<file path="src/rtl/ppu_render_scheduler_pkg.sv">
// Shared PPU definitions: render scheduler state encoding, screen geometry
// defaults and the tile width used to step across a scanline.
package ppu_render_scheduler_pkg;

  localparam int NUM_ROWS_DEFAULT = 240;
  localparam int NUM_COLS_DEFAULT = 256;
  localparam int TILE_W           = 8;
  localparam int POS_W            = 9;
  localparam int ADDR_W           = 16;
  localparam int DATA_W           = 8;

  // Bit positions inside the PPU mask register.
  localparam int BG_EN_BIT  = 3;
  localparam int SPR_EN_BIT = 4;

  typedef enum logic [2:0] {
    S_IDLE    = 3'd0,
    S_CPU_ACC = 3'd1,
    S_CPU_ACK = 3'd2,
    S_ISSUE   = 3'd3,
    S_WAIT_HI = 3'd4,
    S_WAIT_LO = 3'd5,
    S_ADVANCE = 3'd6
  } state_t;

  // A frame only needs tiles when at least one layer is being drawn.
  function automatic logic render_enabled(input logic [1:0] layer_en);
    return |layer_en;
  endfunction

endpackage

</file>
<file path="src/rtl/ppu_render_scheduler_if.sv">
// Bus bundle between the render scheduler, the tile load FSM, the CPU port
// and the shared VRAM port.
interface ppu_render_scheduler_if;
  import ppu_render_scheduler_pkg::*;

  // Handshakes: frame_start and fsm_start are single-cycle requests with no
  // back-pressure; fsm_busy rises after fsm_start and its fall marks the tile
  // done; cpu_req is a level held with stable cpu_we/addr/wdata until the
  // one-cycle cpu_ack, which also qualifies cpu_rdata.
  logic                frame_start;
  logic [7:0]          ppu_ctrl2;
  logic                fsm_start;
  logic                fsm_busy;
  logic [POS_W-1:0]    curr_row;
  logic [POS_W-1:0]    curr_col;
  logic [ADDR_W-1:0]   fsm_vram_addr;
  logic                cpu_req;
  logic                cpu_we;
  logic [ADDR_W-1:0]   cpu_addr;
  logic [DATA_W-1:0]   cpu_wdata;
  logic                cpu_ack;
  logic [DATA_W-1:0]   cpu_rdata;
  logic [ADDR_W-1:0]   vram_addr;
  logic [DATA_W-1:0]   vram_wdata;
  logic                vram_we;
  logic [DATA_W-1:0]   vram_rdata;
  logic                vblank;
  logic                frame_done;
  logic                frame_overrun;

  modport slave (
    input  frame_start, ppu_ctrl2, fsm_busy, fsm_vram_addr,
    input  cpu_req, cpu_we, cpu_addr, cpu_wdata, vram_rdata,
    output fsm_start, curr_row, curr_col, cpu_ack, cpu_rdata,
    output vram_addr, vram_wdata, vram_we, vblank, frame_done, frame_overrun
  );

  modport master (
    output frame_start, ppu_ctrl2, fsm_busy, fsm_vram_addr,
    output cpu_req, cpu_we, cpu_addr, cpu_wdata, vram_rdata,
    input  fsm_start, curr_row, curr_col, cpu_ack, cpu_rdata,
    input  vram_addr, vram_wdata, vram_we, vblank, frame_done, frame_overrun
  );

endinterface

</file>
<file path="src/rtl/ppu_vram_arbiter.sv">
// Shared VRAM port steering between the CPU and the tile loader, plus the
// register that returns CPU read data.
module ppu_vram_arbiter
  import ppu_render_scheduler_pkg::*;
(
  input  logic              clk,
  input  logic              rst,
  input  logic              i_cpu_sel,
  input  logic              i_capture,
  input  logic [ADDR_W-1:0] i_cpu_addr,
  input  logic [DATA_W-1:0] i_cpu_wdata,
  input  logic              i_cpu_we,
  input  logic [ADDR_W-1:0] i_fsm_vram_addr,
  input  logic [DATA_W-1:0] i_vram_rdata,
  output logic [ADDR_W-1:0] o_vram_addr,
  output logic [DATA_W-1:0] o_vram_wdata,
  output logic              o_vram_we,
  output logic [DATA_W-1:0] o_cpu_rdata
);

  logic [DATA_W-1:0] r_cpu_rdata;

  // The CPU owns the port for exactly the grant cycle; write data is zeroed
  // otherwise so the bus is quiet while the tile loader is reading.
  always_comb begin
    o_vram_addr  = i_fsm_vram_addr;
    o_vram_wdata = '0;
    o_vram_we    = 1'b0;
    if (i_cpu_sel) begin
      o_vram_addr  = i_cpu_addr;
      o_vram_wdata = i_cpu_wdata;
      o_vram_we    = i_cpu_we;
    end
  end

  always_ff @(posedge clk) begin
    if (!rst) begin
      r_cpu_rdata <= '0;
    end else if (i_capture) begin
      r_cpu_rdata <= i_vram_rdata;
    end
  end

  assign o_cpu_rdata = r_cpu_rdata;

endmodule

</file>
<file path="src/rtl/ppu_render_scheduler.sv">
// Frame render sequencer: walks 8-pixel tiles in raster order through the
// tile load FSM and interleaves CPU VRAM accesses while no frame is rendering.
module ppu_render_scheduler
  import ppu_render_scheduler_pkg::*;
#(
  parameter int NUM_ROWS = NUM_ROWS_DEFAULT,
  parameter int NUM_COLS = NUM_COLS_DEFAULT
) (
  input  logic                  clk,
  input  logic                  rst,
  ppu_render_scheduler_if.slave bus,
  output state_t                o_dbg_state
);

  localparam logic [POS_W-1:0] LAST_ROW = POS_W'(NUM_ROWS - 1);
  localparam logic [POS_W-1:0] LAST_COL = POS_W'(NUM_COLS - TILE_W);
  localparam logic [POS_W-1:0] COL_STEP = POS_W'(TILE_W);

  state_t           r_state;
  state_t           w_state_nxt;
  logic [POS_W-1:0] r_row;
  logic [POS_W-1:0] r_col;
  logic             r_vblank;
  logic             r_frame_done;
  logic             r_overrun;
  logic             r_pending;
  logic             r_cpu_ack;

  logic w_frame_req;
  logic w_last_row;
  logic w_last_col;
  logic w_in_cpu;
  logic w_rendering;
  logic w_fsm_start;
  logic w_cpu_sel;
  logic w_capture;
  logic w_accept_render;
  logic w_accept_empty;
  logic w_frame_end;

  assign w_frame_req = bus.frame_start | r_pending;
  assign w_last_row  = (r_row == LAST_ROW);
  assign w_last_col  = (r_col == LAST_COL);
  assign w_in_cpu    = (r_state == S_CPU_ACC) || (r_state == S_CPU_ACK);
  assign w_rendering = (r_state == S_ISSUE) || (r_state == S_WAIT_HI) ||
                       (r_state == S_WAIT_LO) || (r_state == S_ADVANCE);

  always_comb begin
    w_state_nxt     = r_state;
    w_fsm_start     = 1'b0;
    w_cpu_sel       = 1'b0;
    w_capture       = 1'b0;
    w_accept_render = 1'b0;
    w_accept_empty  = 1'b0;
    w_frame_end     = 1'b0;
    case (r_state)
      S_IDLE: begin
        // A frame request beats the CPU; r_cpu_ack blocks a re-grant while the
        // requester is still dropping cpu_req after its acknowledge.
        if (w_frame_req) begin
          if (render_enabled(bus.ppu_ctrl2[SPR_EN_BIT:BG_EN_BIT])) begin
            w_accept_render = 1'b1;
            w_state_nxt     = S_ISSUE;
          end else begin
            w_accept_empty  = 1'b1;
          end
        end else if (bus.cpu_req && !r_cpu_ack) begin
          w_state_nxt = S_CPU_ACC;
        end
      end
      S_CPU_ACC: begin
        w_cpu_sel   = 1'b1;
        w_state_nxt = S_CPU_ACK;
      end
      S_CPU_ACK: begin
        w_capture   = !bus.cpu_we;
        w_state_nxt = S_IDLE;
      end
      S_ISSUE: begin
        w_fsm_start = 1'b1;
        w_state_nxt = S_WAIT_HI;
      end
      S_WAIT_HI: begin
        if (bus.fsm_busy) w_state_nxt = S_WAIT_LO;
      end
      S_WAIT_LO: begin
        if (!bus.fsm_busy) w_state_nxt = S_ADVANCE;
      end
      S_ADVANCE: begin
        if (w_last_row && w_last_col) begin
          w_frame_end = 1'b1;
          w_state_nxt = S_IDLE;
        end else begin
          w_state_nxt = S_ISSUE;
        end
      end
      default: w_state_nxt = S_IDLE;
    endcase
  end

  always_ff @(posedge clk) begin
    if (!rst) begin
      r_state      <= S_IDLE;
      r_row        <= '0;
      r_col        <= '0;
      r_vblank     <= 1'b1;
      r_frame_done <= 1'b0;
      r_overrun    <= 1'b0;
      r_pending    <= 1'b0;
      r_cpu_ack    <= 1'b0;
    end else begin
      r_state      <= w_state_nxt;
      r_frame_done <= w_accept_empty | w_frame_end;
      r_cpu_ack    <= (r_state == S_CPU_ACK);

      // Pending is consumed by IDLE in the same cycle it is evaluated there.
      if (bus.frame_start && w_in_cpu) begin
        r_pending <= 1'b1;
      end else if (r_state == S_IDLE) begin
        r_pending <= 1'b0;
      end

      if (w_accept_render || w_accept_empty) begin
        r_overrun <= 1'b0;
      end else if (bus.frame_start && w_rendering) begin
        r_overrun <= 1'b1;
      end

      if (w_accept_render) begin
        r_vblank <= 1'b0;
      end else if (w_frame_end) begin
        r_vblank <= 1'b1;
      end

      if (w_accept_render) begin
        r_row <= '0;
        r_col <= '0;
      end else if (r_state == S_ADVANCE) begin
        if (w_last_col) begin
          r_col <= '0;
          r_row <= w_last_row ? '0 : r_row + 1'b1;
        end else begin
          r_col <= r_col + COL_STEP;
        end
      end
    end
  end

  ppu_vram_arbiter u_arbiter (
    .clk             (clk),
    .rst             (rst),
    .i_cpu_sel       (w_cpu_sel),
    .i_capture       (w_capture),
    .i_cpu_addr      (bus.cpu_addr),
    .i_cpu_wdata     (bus.cpu_wdata),
    .i_cpu_we        (bus.cpu_we),
    .i_fsm_vram_addr (bus.fsm_vram_addr),
    .i_vram_rdata    (bus.vram_rdata),
    .o_vram_addr     (bus.vram_addr),
    .o_vram_wdata    (bus.vram_wdata),
    .o_vram_we       (bus.vram_we),
    .o_cpu_rdata     (bus.cpu_rdata)
  );

  assign bus.fsm_start     = w_fsm_start;
  assign bus.curr_row      = r_row;
  assign bus.curr_col      = r_col;
  assign bus.cpu_ack       = r_cpu_ack;
  assign bus.vblank        = r_vblank;
  assign bus.frame_done    = r_frame_done;
  assign bus.frame_overrun = r_overrun;
  assign o_dbg_state       = r_state;

endmodule

</file>
<file path="src/flat_wrapper.sv">
// flat-port wrapper written by rule: the top's interface ports become plain ports
module ppu_render_scheduler_flat import ppu_render_scheduler_pkg::*;
#(
  parameter int NUM_ROWS = NUM_ROWS_DEFAULT,
  parameter int NUM_COLS = NUM_COLS_DEFAULT
)
  (clk, rst, o_dbg_state, bus_frame_start, bus_ppu_ctrl2, bus_fsm_busy, bus_fsm_vram_addr, bus_cpu_req, bus_cpu_we, bus_cpu_addr, bus_cpu_wdata, bus_vram_rdata, bus_fsm_start, bus_curr_row, bus_curr_col, bus_cpu_ack, bus_cpu_rdata, bus_vram_addr, bus_vram_wdata, bus_vram_we, bus_vblank, bus_frame_done, bus_frame_overrun);
  ppu_render_scheduler_if bus_i ();
  input  logic clk;
  input  logic rst;
  output state_t o_dbg_state;
  input wire logic [$bits(bus_i.frame_start)-1:0] bus_frame_start;
  input wire logic [$bits(bus_i.ppu_ctrl2)-1:0] bus_ppu_ctrl2;
  input wire logic [$bits(bus_i.fsm_busy)-1:0] bus_fsm_busy;
  input wire logic [$bits(bus_i.fsm_vram_addr)-1:0] bus_fsm_vram_addr;
  input wire logic [$bits(bus_i.cpu_req)-1:0] bus_cpu_req;
  input wire logic [$bits(bus_i.cpu_we)-1:0] bus_cpu_we;
  input wire logic [$bits(bus_i.cpu_addr)-1:0] bus_cpu_addr;
  input wire logic [$bits(bus_i.cpu_wdata)-1:0] bus_cpu_wdata;
  input wire logic [$bits(bus_i.vram_rdata)-1:0] bus_vram_rdata;
  output wire logic [$bits(bus_i.fsm_start)-1:0] bus_fsm_start;
  output wire logic [$bits(bus_i.curr_row)-1:0] bus_curr_row;
  output wire logic [$bits(bus_i.curr_col)-1:0] bus_curr_col;
  output wire logic [$bits(bus_i.cpu_ack)-1:0] bus_cpu_ack;
  output wire logic [$bits(bus_i.cpu_rdata)-1:0] bus_cpu_rdata;
  output wire logic [$bits(bus_i.vram_addr)-1:0] bus_vram_addr;
  output wire logic [$bits(bus_i.vram_wdata)-1:0] bus_vram_wdata;
  output wire logic [$bits(bus_i.vram_we)-1:0] bus_vram_we;
  output wire logic [$bits(bus_i.vblank)-1:0] bus_vblank;
  output wire logic [$bits(bus_i.frame_done)-1:0] bus_frame_done;
  output wire logic [$bits(bus_i.frame_overrun)-1:0] bus_frame_overrun;
  assign bus_i.frame_start = bus_frame_start;
  assign bus_i.ppu_ctrl2 = bus_ppu_ctrl2;
  assign bus_i.fsm_busy = bus_fsm_busy;
  assign bus_i.fsm_vram_addr = bus_fsm_vram_addr;
  assign bus_i.cpu_req = bus_cpu_req;
  assign bus_i.cpu_we = bus_cpu_we;
  assign bus_i.cpu_addr = bus_cpu_addr;
  assign bus_i.cpu_wdata = bus_cpu_wdata;
  assign bus_i.vram_rdata = bus_vram_rdata;
  assign bus_fsm_start = bus_i.fsm_start;
  assign bus_curr_row = bus_i.curr_row;
  assign bus_curr_col = bus_i.curr_col;
  assign bus_cpu_ack = bus_i.cpu_ack;
  assign bus_cpu_rdata = bus_i.cpu_rdata;
  assign bus_vram_addr = bus_i.vram_addr;
  assign bus_vram_wdata = bus_i.vram_wdata;
  assign bus_vram_we = bus_i.vram_we;
  assign bus_vblank = bus_i.vblank;
  assign bus_frame_done = bus_i.frame_done;
  assign bus_frame_overrun = bus_i.frame_overrun;
  ppu_render_scheduler #(.NUM_ROWS(NUM_ROWS), .NUM_COLS(NUM_COLS)) u_core (.clk(clk), .rst(rst), .bus(bus_i), .o_dbg_state(o_dbg_state));
endmodule
</file>
<file path="config.mk">
export PLATFORM = sky130hd
export DESIGN_NAME = ppu_render_scheduler_flat
export DESIGN_NICKNAME = d
export VERILOG_FILES = /design/src/rtl/ppu_render_scheduler_pkg.sv /design/src/rtl/ppu_render_scheduler_if.sv /design/src/rtl/ppu_vram_arbiter.sv /design/src/rtl/ppu_render_scheduler.sv /design/src/flat_wrapper.sv
export SDC_FILE = /design/constraint.sdc
export NUM_CORES = 1
export LEC_CHECK = 0
export BUFFER_PORTS_ARGS = -buffer_cell sky130_fd_sc_hd__buf_4
export CAP_MARGIN = 5
export CORE_MARGIN = 3
export CORE_UTILIZATION = 35
export DETAILED_ROUTE_END_ITERATION = 7
export GPL_ROUTABILITY_DRIVEN = 0
export PLACE_DENSITY = 0.67
export SYNTH_ARGS = -nofsm -noshare
export SYNTH_HDL_FRONTEND = slang
export SYNTH_SLANG_ARGS = --single-unit
export TNS_END_PERCENT = 30
</file>
<file path="constraint.sdc">
create_clock -name clk -period 1.8 [get_ports clk]
set_input_delay 0.18 -clock clk [delete_from_list [all_inputs] [get_ports clk]]
set_output_delay 0.18 -clock clk [all_outputs]
set_load 0.005 [all_outputs]
</file>
==> qor.csv <==
stage,metric,value,unit
run_status,status,finished with violations,
run_status,failing checks,negative setup slack,
drt,Avg WL per Cell,13.6,um
critical_path,startpoint types,register,
global_routing,total gr overflow,0,
synthesis,post-synth cell types,41,
placement,port buffer count,111,
power,worst vdd ir,0.691,mV
global_routing,M1 GR Usage,21.1,%
synthesis,Post-Synthesis Cells,193,
sta,clock skew,7.36,ps
floorplanning,IO Pins,121,
placement,Post-DP HPWL,3.79,mm
synthesis,"EDFF count, synth",0,
drt,post-route ant nets,0,
synthesis,Synth warnings,0,
drt,DR iter-0 viols,65,
finish,layout cells sized above 1,51.2,%
finish,fin nets,389,
synthesis,main area contributors after synthesis,"dfxtp_1, mux2_2, nand2_1",
sta,Final Critical Period,1840,ps
cts,H-tree Lvls,2,
finish,fillcell total,363,
finish,Synth-to-Final Area Change,77.9,%
synthesis,top cell type's share of synthesized area,36.9,%
finish,Antenna Cells,0,
placement,Setup WS pre-CTS,83.3,ps
synthesis,Seq cells post-synth,31,
critical_path,CP Cell Sequence,buf_6 > nor3b_4 > buf_6 > buf_12 > mux2_4 > buf_6,
sta,Setup-failing EPs final,13,
power,pwr/cell area,1040,nW/um2
cts,clock root buffer,clkbuf_8,
drt,routed wire length,5.15,mm
global_routing,antenna violations before repair,0,
drt,Vias,1842,
sta,setup ws final,-42.6,ps
cts,Clock transition at path regs,60,ps
synthesis,top_reg_cell synth,dfxtp_1,
sta,fmax,543,MHz
critical_path,worst stage delay on the critical path,340,ps
drt,DRC Markers,0,
global_routing,number of global-route vias before repair,1813,
floorplanning,DIE AREA,5670,um2
global_routing,first-pass GRT wire length,8.34,mm
critical_path,CP max FO,7,
global_routing,GR peak layer,met2,
global_routing,Overall Global Routing Usage,19.0,%
global_routing,largest net degree at the start of global routing,18,
synthesis,sequential-to-total area share from yosys stat,36.9,%
cts,CTS tree,done,
hold_path,Hold/Removal Path Class,input port to register,
finish,most frequent cells in the layout,"buf_4, dfxtp_1, nand2_1",
floorplanning,standard-cell rows,24,
cts,CTS sink cnt,31,
floorplanning,Die Y-Extent,75.3,um
synthesis,Mapped Area,1680,um2
synthesis,"Async S/R FF share, synth",0,%
drt,via/cell ratio,4.87,
critical_path,worst path required time,1620,ps
sta,Fin. Hold Viols,0,
critical_path,slowest cell on the critical path,dfxtp_4,
critical_path,worst endpoint data arrival time,1660,ps
floorplanning,Initial Utilization,37.3,%
global_routing,GR Util met3,6.99,%
floorplanning,total core area,4500,um2
power,LEAKAGE,1.42,nW
floorplanning,width of the chip,75.3,um
global_routing,met2 GRT Util,33.6,%
cts,total CTS buffers,5,
cts,Longest Clk Path Bufs,2,
sta,fin crit share,102,%
critical_path,critical path type,register to output pin,
critical_path,most frequent CP cell,buf_6,
synthesis,post-synth top area cell,dfxtp_1,
critical_path,Worst Setup End Kind,output pin,
cts,"Clk Latency, worst-skew pair",280,ps
drt,DRT Pass-1 Iters,4,
sta,"Slew Viols, Final",0,
synthesis,"Avg Cell Area, Syn",8.71,um2
job,Max-Cap Viols,0,
power,Final Power,3.10,mW
sta,RSZ-0062 raised after global routing,yes,
finish,"commonest non-fill, non-tap cell in the layout",buf_4,
==> worst paths after layout <==
kind	start	end	slack, ps	cells after the start
max reg2reg	u_core.o_dbg_state[2]$_SDFFE_PN0P_	u_core.o_dbg_state[0]$_SDFFE_PN0P_	30	6
min	bus_vram_rdata[6]	u_core.u_arbiter.o_cpu_rdata[6]$_SDFFE_PN0P_	140	3
max	u_core.o_dbg_state[2]$_SDFFE_PN0P_	bus_vram_addr[14]	-40	6
min reg2reg	u_core.u_arbiter.o_cpu_rdata[7]$_SDFFE_PN0P_	u_core.u_arbiter.o_cpu_rdata[7]$_SDFFE_PN0P_	450	2
==> worst max-delay path, delay by kind of cell, from the launching register on <==
kind	cells	cell delay, ps
muxes	1	310
DFF	1	340
and+or+nand+nor	1	210
buffers and inverters	4	510
==> routing by layer <==
layer	part of all wire (%)	vias up
li1	-	918
met1	38	839
met2	52	79
met3	8.4	6
met4	1.1	0
met5	0	-
==> cell type report <==
type | count | area, um2 | share of cell area [%]
clock inverter | 1 | 5.00 | 0.167
tap | 52 | 65.1 | 2.17
sequential | 31 | 626 | 20.9
inverter | 3 | 11.3 | 0.376
clock buffer | 7 | 76.3 | 2.55
timing repair buffer | 134 | 1140 | 38.0
multi-input combinational | 150 | 1070 | 35.8
==> power by group <==
part           internal [mW]  total, mW  switching, mW
registers              0.758      0.830         0.0712
clock network          0.271      0.518          0.247
logic                   1.12       1.76          0.639
==> synth_stat cells, drive strengths merged, types with 3 or more instances <==
cell and instances:
a21boi 9, a21oi 5, and2 9, buf 7, clkbuf 4, dfxtp 31
inv 3, mux2 16, nand2 27, nand2b 3, nand4 8, nor2 25
nor3 3, o21ai 4, xnor2 5, xor2 8
==> state kept, by name (all words and copies together) (netlist names) <==
name	flops
u_core.bus.cpu_ack	1
u_core.bus.curr_col	6
u_core.bus.curr_row	9
u_core.bus.frame_done	1
u_core.bus.frame_overrun	1
u_core.bus.vblank	1
u_core.o_dbg_state	3
u_core.r_pending	1
u_core.u_arbiter.o_cpu_rdata	8
==> what timing repair did <==
action / in CTS / in global routing
hold buffers: 0 / 0
pin swaps: 1 / 1
gates cloned: 2 / 0
setup endpoints to repair: 16 / 36
endpoints found under the hold margin: 0 / 0
setup buffers: 5 / 0
resized for setup: 41 / 4
==> cells by family (layout without fill, tap and decap cells) <==
kind of cell | after synthesis | in the layout | share of synthesized area (%)
compound gates | 24 | 24 | 9.37
xor+xnor | 13 | 13 | 6.77
fa+ha+maj | 2 | 2 | 1.49
buf+inv | 14 | 145 | 4.09
flops | 31 | 31 | 36.9
mux | 17 | 17 | 11.3
other cells | 1 | 3 | 0.223
simple gates | 91 | 91 | 29.8
==> through the flow <==
step	util, %	cell area, um2	hold slack (ps)	instances	setup TNS (ps)
after global placement	59.1	2660	430	363	0
after floorplan	-	1690	315	195	0
after global routing	66.4	2990	143	378	-2310
after CTS	66.1	2980	141	378	-896
final	66.4	2990	143	378	-375
after detailed placement	59.1	2660	440	363	0
Power figures use the tool's default switching activity.
